**src/rtl/s2_cfg_pkg.sv**
```systemverilog
// Shared types and constants for the S2 serial configuration loader.
package s2_cfg_pkg;

  typedef enum logic [1:0] {
    HUNT,
    PAYLOAD,
    CSUM,
    COMMIT
  } state_e;

  localparam int unsigned HDR_W       = 8;
  localparam logic [7:0]  HDR_DEFAULT = 8'hA5;
  localparam int unsigned CSUM_W      = 4;

endpackage

```
**src/rtl/s2_cfg_if.sv**
```systemverilog
// Serial configuration bit stream with a valid/ready handshake.
interface s2_cfg_if;
  logic din;
  logic din_valid;
  logic din_ready;

  modport master (output din, output din_valid, input din_ready);
  modport slave  (input din, input din_valid, output din_ready);
endinterface

```
**src/rtl/s2_hdr_hunter.sv**
```systemverilog
// Sliding 8-bit header window; match flags the edge that completes the header.
module s2_hdr_hunter
  import s2_cfg_pkg::*;
#(
  parameter logic [HDR_W-1:0] HDR = HDR_DEFAULT
) (
  input  logic clk,
  input  logic clr,
  input  logic clear,
  input  logic shift_en,
  input  logic bit_in,
  output logic match
);

  logic [HDR_W-1:0] win_q;
  logic [HDR_W-1:0] win_d;
  logic [HDR_W-1:0] win_next;

  always_comb begin
    win_next = {win_q[HDR_W-2:0], bit_in};
    win_d    = win_q;
    if (clear) begin
      win_d = '0;
    end else if (shift_en) begin
      win_d = win_next;
    end
  end

  // Compare includes the bit being accepted so the lock happens on that edge.
  assign match = shift_en && (win_next == HDR);

  always_ff @(posedge clk) begin
    if (clr) begin
      win_q <= '0;
    end else begin
      win_q <= win_d;
    end
  end

endmodule

```
**src/rtl/s2_cfg_loader.sv**
```systemverilog
// Serial frame loader: header hunt, payload shift, XOR checksum, atomic commit to cfg.
module s2_cfg_loader
  import s2_cfg_pkg::*;
#(
  parameter int unsigned      NCELLS = 4,
  parameter logic [HDR_W-1:0] HDR    = HDR_DEFAULT
) (
  input  logic                  clk,
  input  logic                  clr,
  s2_cfg_if.slave               ser,
  output logic [4*NCELLS-1:0]   cfg,
  output logic                  cfg_ld,
  output logic                  busy,
  output logic                  err
);

  localparam int unsigned PW = 4 * NCELLS;
  localparam int unsigned CW = $clog2(PW);

  state_e              state_q, state_d;
  logic [CW-1:0]       cnt_q, cnt_d;
  logic [PW-1:0]       shadow_q, shadow_d;
  logic [CSUM_W-1:0]   acc_q, acc_d;
  logic [CSUM_W-1:0]   rx_q, rx_d;
  logic [PW-1:0]       cfg_q, cfg_d;
  logic                cfg_ld_q, cfg_ld_d;
  logic                err_q, err_d;

  logic                accept;
  logic                hdr_match;
  logic [1:0]          nib_pos;

  assign ser.din_ready = (state_q != COMMIT);
  assign accept        = ser.din_valid && ser.din_ready;

  s2_hdr_hunter #(
    .HDR (HDR)
  ) u_hunter (
    .clk      (clk),
    .clr      (clr),
    .clear    (state_q == COMMIT),
    .shift_en (accept && (state_q == HUNT)),
    .bit_in   (ser.din),
    .match    (hdr_match)
  );

  // Payload bit k of a nibble arrives MSB first, so its checksum position is 3-k.
  assign nib_pos = ~cnt_q[1:0];

  always_comb begin
    state_d  = state_q;
    cnt_d    = cnt_q;
    shadow_d = shadow_q;
    acc_d    = acc_q;
    rx_d     = rx_q;
    cfg_d    = cfg_q;
    cfg_ld_d = 1'b0;
    err_d    = err_q;

    unique case (state_q)
      HUNT: begin
        if (accept && hdr_match) begin
          state_d = PAYLOAD;
          cnt_d   = '0;
          acc_d   = '0;
        end
      end
      PAYLOAD: begin
        if (accept) begin
          shadow_d         = {shadow_q[PW-2:0], ser.din};
          acc_d[nib_pos]   = acc_q[nib_pos] ^ ser.din;
          if (cnt_q == CW'(PW - 1)) begin
            state_d = CSUM;
            cnt_d   = '0;
          end else begin
            cnt_d = cnt_q + 1'b1;
          end
        end
      end
      CSUM: begin
        if (accept) begin
          rx_d = {rx_q[CSUM_W-2:0], ser.din};
          if (cnt_q == CW'(CSUM_W - 1)) begin
            state_d = COMMIT;
            cnt_d   = '0;
          end else begin
            cnt_d = cnt_q + 1'b1;
          end
        end
      end
      COMMIT: begin
        state_d = HUNT;
        if (rx_q == acc_q) begin
          cfg_d    = shadow_q;
          cfg_ld_d = 1'b1;
          err_d    = 1'b0;
        end else begin
          err_d = 1'b1;
        end
      end
      default: state_d = HUNT;
    endcase
  end

  always_ff @(posedge clk) begin
    if (clr) begin
      state_q  <= HUNT;
      cnt_q    <= '0;
      shadow_q <= '0;
      acc_q    <= '0;
      rx_q     <= '0;
      cfg_q    <= '0;
      cfg_ld_q <= 1'b0;
      err_q    <= 1'b0;
    end else begin
      state_q  <= state_d;
      cnt_q    <= cnt_d;
      shadow_q <= shadow_d;
      acc_q    <= acc_d;
      rx_q     <= rx_d;
      cfg_q    <= cfg_d;
      cfg_ld_q <= cfg_ld_d;
      err_q    <= err_d;
    end
  end

  assign cfg    = cfg_q;
  assign cfg_ld = cfg_ld_q;
  assign err    = err_q;
  assign busy   = (state_q != HUNT);

endmodule

```
**src/flat_wrapper.sv**
```systemverilog
// flat-port wrapper written by rule: the top's interface ports become plain ports
module s2_cfg_loader_flat import s2_cfg_pkg::*;
#(
  parameter int unsigned      NCELLS = 4,
  parameter logic [HDR_W-1:0] HDR    = HDR_DEFAULT
)
  (clk, clr, cfg, cfg_ld, busy, err, ser_din, ser_din_valid, ser_din_ready);
  s2_cfg_if ser_i ();
  input  logic clk;
  input  logic clr;
  output logic [4*NCELLS-1:0] cfg;
  output logic cfg_ld;
  output logic busy;
  output logic err;
  input wire logic [$bits(ser_i.din)-1:0] ser_din;
  input wire logic [$bits(ser_i.din_valid)-1:0] ser_din_valid;
  output wire logic [$bits(ser_i.din_ready)-1:0] ser_din_ready;
  assign ser_i.din = ser_din;
  assign ser_i.din_valid = ser_din_valid;
  assign ser_din_ready = ser_i.din_ready;
  s2_cfg_loader #(.NCELLS(NCELLS), .HDR(HDR)) u_core (.clk(clk), .clr(clr), .ser(ser_i), .cfg(cfg), .cfg_ld(cfg_ld), .busy(busy), .err(err));
endmodule
```
**config.mk**
```make
export PLATFORM = sky130hd
export DESIGN_NAME = s2_cfg_loader_flat
export DESIGN_NICKNAME = d
export VERILOG_FILES = /design/src/rtl/s2_cfg_pkg.sv /design/src/rtl/s2_cfg_if.sv /design/src/rtl/s2_hdr_hunter.sv /design/src/rtl/s2_cfg_loader.sv /design/src/flat_wrapper.sv
export SDC_FILE = /design/constraint.sdc
export NUM_CORES = 1
export LEC_CHECK = 0
export CAP_MARGIN = 20
export CORE_MARGIN = 3
export CORE_UTILIZATION = 56
export CTS_BUF_LIST = sky130_fd_sc_hd__clkbuf_8 sky130_fd_sc_hd__clkbuf_16
export DETAILED_ROUTE_END_ITERATION = 16
export GPL_TIMING_DRIVEN = 0
export PLACE_DENSITY_LB_ADDON = 0.3
export SLEW_MARGIN = 15
export SYNTH_ARGS = -nofsm -noshare
export SYNTH_HDL_FRONTEND = slang
export SYNTH_SLANG_ARGS = --single-unit
```
**constraint.sdc**
```tcl
create_clock -name clk -period 1.8 [get_ports clk]
set_input_delay 0.27 -clock clk [delete_from_list [all_inputs] [get_ports clk]]
set_output_delay 0.27 -clock clk [all_outputs]
set_load 0.01 [all_outputs]
```
==> impl_metrics.py <==
metrics = {
    "placed_design": {
        "place_ws_ns": -0.262,
        "port-buffer-count": 22,
        "dpl.hpwl_um": 3360,
        "globalplace.congestion": 0.801,
    },
    "routing": {
        "ant_nets": 0,
        "route.detailed.drc": 0,
        "viasPerCell": 5.73,
        "drtIter0Drc": 95,
        "totalWireLength_um": 4600,
        "routedWlPerCell_um": 13.9,
        "dr.pass1.iters": 4,
        "num_vias": 1892,
    },
    "grt": {
        "grt_max_degree": 19,
        "grt_pass1_wl_um": 7740,
        "grt_pass1_vias": 1778,
        "grt-ovfl-total": 0,
        "antenna_found_initial": 0,
        "grt_usage": 0.188,
    },
    "clock_network": {
        "clock_sinks": 55,
        "cts-buffers-inserted": 5,
        "htreeDepth": 2,
        "path_clk_slew_ns": 0.10,
        "cts_hold_buf": 0,
        "cts_tree": "yes",
        "clock_tree.root_cell": "clkbuf_8",
        "clk_path_buf_depth": 2,
        "clk_latency_ns": 0.31,
    },
    "sta": {
        "hold_viol": 0,
        "clock_skew_ns": 0.00939,
        "fin_ws_ns": 0.0567,
        "fin_hold_ws_ns": 0.185,
        "period_needed_ns": 1.74,
        "setup_viol": 0,
        "slew_violations": 0,
        "worst_pin_slew_ns": 0.489,
        "slew_headroom": 0.673,
        "finalCritPeriodShare": 0.969,
        "rsz0062_at_grt": "yes",
        "max_freq_mhz": 574,
        "final.setup.tns_ns": 0,
    },
    "cells_and_area": {
        "diodes": 0,
        "final_nets": 295,
        "final_layout_size_suffix_gt1_frac": 0.121,
        "final_cell_mix": "dfxtp_1, nand2_1, a21oi_1, clkdlybuf4s50_1, a22o_1",
        "area_growth_pct": 18.4,
        "final_common_cell": "dfxtp_1",
        "nFillCells": 301,
    },
    "worst_setup_path": {
        "reg2reg_depth": 5,
        "cp_max_fo": 6,
        "crit_path_end_kind": "flip-flop",
        "cp.arrival_ns": 1.93,
        "cp_data_required_time_ns": 1.99,
        "worst_setup_path_start_kind": "flip-flop",
        "critical_path_class": "reg -> reg",
    },
    "floorplanning": {
        "dieArea_mm2": 0.00504,
        "io_pins": 24,
        "fp.dieH_um": 71.0,
        "die_w_um": 71.0,
        "initial_core_util": 0.613,
        "core_area_mm2": 0.00385,
        "row_count": 22,
    },
    "logic_synthesis": {
        "synth-seq-cells": 55,
        "synth_edf_count": 0,
        "netlist_instances": 253,
        "syn-cell-area_mm2": 0.00236,
        "ys.flop_type": "dfxtp_1",
        "synth_top_area_cell": "dfxtp_1",
        "ys_types": 47,
        "synth_top_cell_area_share": 0.466,
        "yosysSeqAreaShare": 0.466,
        "synth_area_leaders": "dfxtp_1, nand2_1, a21oi_1",
        "async_reset_ff_frac": 0,
        "synth_nets": 267,
        "postSynthAreaPerCell_um2": 9.34,
        "yosys_warnings": 0,
    },
    "power": {
        "power.leakage_uw": 0.00101,
        "power_density_mw_per_mm2": 747,
        "power_uw": 2090,
        "vdd_ir_drop_max_mv": 0.354,
    },
    "flow_run": {
        "drv_cap": 0,
    },
    "worst_hold_path": {
        "hold_depth": 2,
        "min_path_type": "in -> reg",
    },
    "run_status": {
        "outcome": "finished clean",
    },
}
-- path summary, 6_finish.rpt --
kind                            slack [ns]                      from                       end
worst min-delay path                  0.18                       clr       u_core.shadow_q[15]
worst min register to register        0.46  u_core.u_hunter.win_q[6]  u_core.u_hunter.win_q[6]
worst max-delay path                  0.06           u_core.cnt_q[0]           u_core.cnt_q[3]
worst max register to register        0.06           u_core.cnt_q[0]           u_core.cnt_q[3]
-- layer usage --
layer / part of all wire / vias to the layer above / GRT usage
met4: 0.012 / 0 / 0.0689
met3: 0.036 / 5 / 0.0455
li1: - / 952 / -
met2: 0.50 / 33 / 0.338
met1: 0.46 / 902 / 0.216
met5: 0 / - / 0
-- power by group --
group	internal, uW	switching, uW
combinational	17.6	38.1
sequential	1220	1.91
clock	419	398
total	1650	438
-- final cells by class --
cell class                      count  area (um^2)  area share
Multi-Input combinational cell    176         1180       0.422
Sequential cell                    55         1110       0.395
Clock inverter                      3         46.3      0.0165
Buffer                             12         80.1      0.0286
Timing Repair Buffer               22          221      0.0791
Tap cell                           48         60.1      0.0215
Clock buffer                        5         68.8      0.0246
Inverter                            9         33.8      0.0121
-- repair_timing --
| action | in CTS | in global routing |
|---|---|---|
| gates resized for setup | 5 | 9 |
| endpoints found under the setup margin | 10 | 8 |
| buffers inserted | 0 | 0 |
-- logic make-up (layout without fill, tap and decap cells) --
kind of cell / after synthesis / in the layout / share of synthesized area
AO/OA/AOI/OAI: 64 / 64 / 0.187
XOR/XNOR: 5 / 5 / 0.0185
flip-flops: 55 / 55 / 0.466
multiplexers: 7 / 7 / 0.0349
buffers and inverters: 22 / 51 / 0.0498
AND/OR/NAND/NOR: 90 / 90 / 0.191
adder cells (fa/ha/maj): 10 / 10 / 0.0529
-- state kept, by name (all words and copies together) (netlist names) --
signal	cells
u_core.rx_q	4
u_core.cnt_q	4
u_core.acc_q	4
u_core.state_q	2
u_core.shadow_q	16
u_core.u_hunter.win_q	7
u_core.cfg	16
u_core.err	1
u_core.cfg_ld	1
-- per-stage QoR --
stage | instance area [um^2] | utilization | std cells
final | 2800 | 0.726 | 330
after global routing | 2800 | 0.726 | 330
after CTS | 2770 | 0.718 | 331
after detailed placement | 2640 | 0.686 | 323
after global placement | 2640 | 0.686 | 323
after floorplan | 2360 | - | 253
-- cell usage after synthesis, types with 2 or more instances --
| cell | number |
|---|---|
| dfxtp_1 | 55 |
| nand2_1 | 48 |
| a21oi_1 | 31 |
| a22o_1 | 16 |
| nand3_1 | 13 |
| ha_1 | 10 |
| inv_1 | 8 |
| nor3_1 | 7 |
| mux2i_1 | 6 |
| nor2_1 | 5 |
| buf_4 | 4 |
| xor2_1 | 4 |
| nor3b_1 | 3 |
| o21ai_0 | 3 |
| and4bb_2 | 2 |
| buf_2 | 2 |
| buf_6 | 2 |
| clkbuf_1 | 2 |
| clkbuf_2 | 2 |
| nand2b_1 | 2 |
| o2111ai_1 | 2 |
-- critical path: stages (launching register included) --
cell      delay (ns)
dfxtp_1         0.48
ha_1            0.30
or4b_1          0.45
o2111a_1        0.16
a22oi_1         0.14
o21ai_0         0.10
No activity file was read; power rests on OpenSTA's default activity.
==> RTL change: new RTL, same flow settings <==
The 4 states of `state_e` get a Gray code encoding in 2 bits.
--- a/src/rtl/s2_cfg_pkg.sv
+++ b/src/rtl/s2_cfg_pkg.sv
@@ -2,10 +2,10 @@
 package s2_cfg_pkg;
 
   typedef enum logic [1:0] {
-    HUNT,
-    PAYLOAD,
-    CSUM,
-    COMMIT
+    HUNT    = 2'b00,
+    PAYLOAD = 2'b01,
+    CSUM    = 2'b11,
+    COMMIT  = 2'b10
   } state_e;
 
   localparam int unsigned HDR_W       = 8;
Formal check against the unedited RTL: same outputs for any inputs over 10 cycles, from zero or initial values; not proved beyond that.
==> RTL change against the unedited design <==
- combinational power grew 1%
- clock skew grew 2.2 ps
- cell count shrank 6.1%
- wire length shrank 2.5%
- sequential cell count is the same
- worst setup slack gained 22 ps
- final area shrank 6.2%
- area after synthesis shrank 6.0%
- sequential share of layout area grew 2.6 points
- sequential power is essentially flat
- die area shrank 5.5%
- register-to-register slack gained 60 ps
- power grew 0.55%
==> RTL change: results (changes against the unedited design) <==
status: "finished clean"
switching_share_pct: 21.3  # +0.32 points
grt.total_usage_pct: 20.5  # +1.7 points
peakVddDrop_v: 0.000797  # +130%
worstPathArrival_ps: 1450  # -480 ps
pre_cts_ws_ps: -200  # +62.1 ps
syn-num-nets: 241  # -9.7%
yosysSeqAreaShare_pct: 49.5  # +3.0 points
cellLeakagePower_nw: 0.971  # -4.2%
cp_top_family: "buffers and inverters"
place_congestion: 0.807  # +0.69%
fin_nets: 269  # -8.8%
yosys-top-cells-area: "dfxtp_1, a22o_1, nand2_1, a21oi_1, a22o_2"
critPathLaunch: "u_core.state_q[1]"
dp.cells: 302  # -6.5%
synth_common_cells: "dfxtp_1, nand2_1, a21oi_1, a22o_1, nor2_1"
grt_pass1_wl_um: 7340  # -5.2%
finClkSkew_ps: 11.6  # +2.17 ps
max_slew_margin_pct: 67.6  # +0.32 points
max_stage_delay_ps: 550  # +70 ps
drt-total-wl_um: 4490  # -2.5%
dp.final_hpwl_um: 3130  # -6.7%
io_buffers: 21  # -4.5%
grt_pass1_vias: 1560  # -12%
synth_cells: 233  # -7.9%
vias: 1779  # -6.0%
critPathMaxFanout: 10  # +4
wl_per_cell_um: 14.5  # +3.8%
-- RTL change: routing by layer --
layer / track usage, % / wire [um] / up-vias
met4: 5.11 / 27 / 0
met5: 0 / 0 / -
met1: 28.7 / 2160 / 831
met3: 4.86 / 228 / 2
li1: - / - / 889
met2: 31.8 / 2070 / 57
-- RTL change: kinds of logic after synthesis --
kind of cell | share of synthesized area (%)
compound gates | 23.1
simple gates | 15.3
flops | 49.5
buf+inv | 4.90
xor+xnor | 1.97
mux | 2.98
fa+ha+maj | 2.25
-- RTL change: worst paths after layout --
| path | endpoint | slack [ps] | cells after the start |
|---|---|---|---|
| worst max-delay path | ser_din_ready | 80 | 3 |
| worst min-delay path | u_core.cnt_q[3] | 310 | 2 |
| worst max register to register | u_core.acc_q[1] | 120 | 3 |
| worst min register to register | u_core.shadow_q[13] | 460 | 2 |
-- RTL change: final cells by class --
cell class,instances,area [um^2]
fill,304,1120
sequential,55,1100
multi-input combinational,156,1020
timing repair buffer,21,205
buffer,16,98.8
clock buffer,5,68.8
tap,48,60.1
clock inverter,3,47.5
inverter,6,22.5
-- RTL change: timing repair --
action / CTS / global route
hold buffers: 0 / 0
resized for setup: 8 / 2
setup endpoints to repair: 1 / 3
-- RTL change: power groups by stage --
| stage | registers (mW) | clock network [mW] | logic (mW) |
|---|---|---|---|
| after CTS | 1.22 | 0.842 | 0.0549 |
| after global placement | 1.25 | 0 | 0.0545 |
| after detailed placement | 1.25 | 0 | 0.0545 |
| final | 1.22 | 0.827 | 0.0565 |
| after floorplan | 1.25 | 0 | 0.0388 |
| after global routing | 1.22 | 0.887 | 0.0616 |
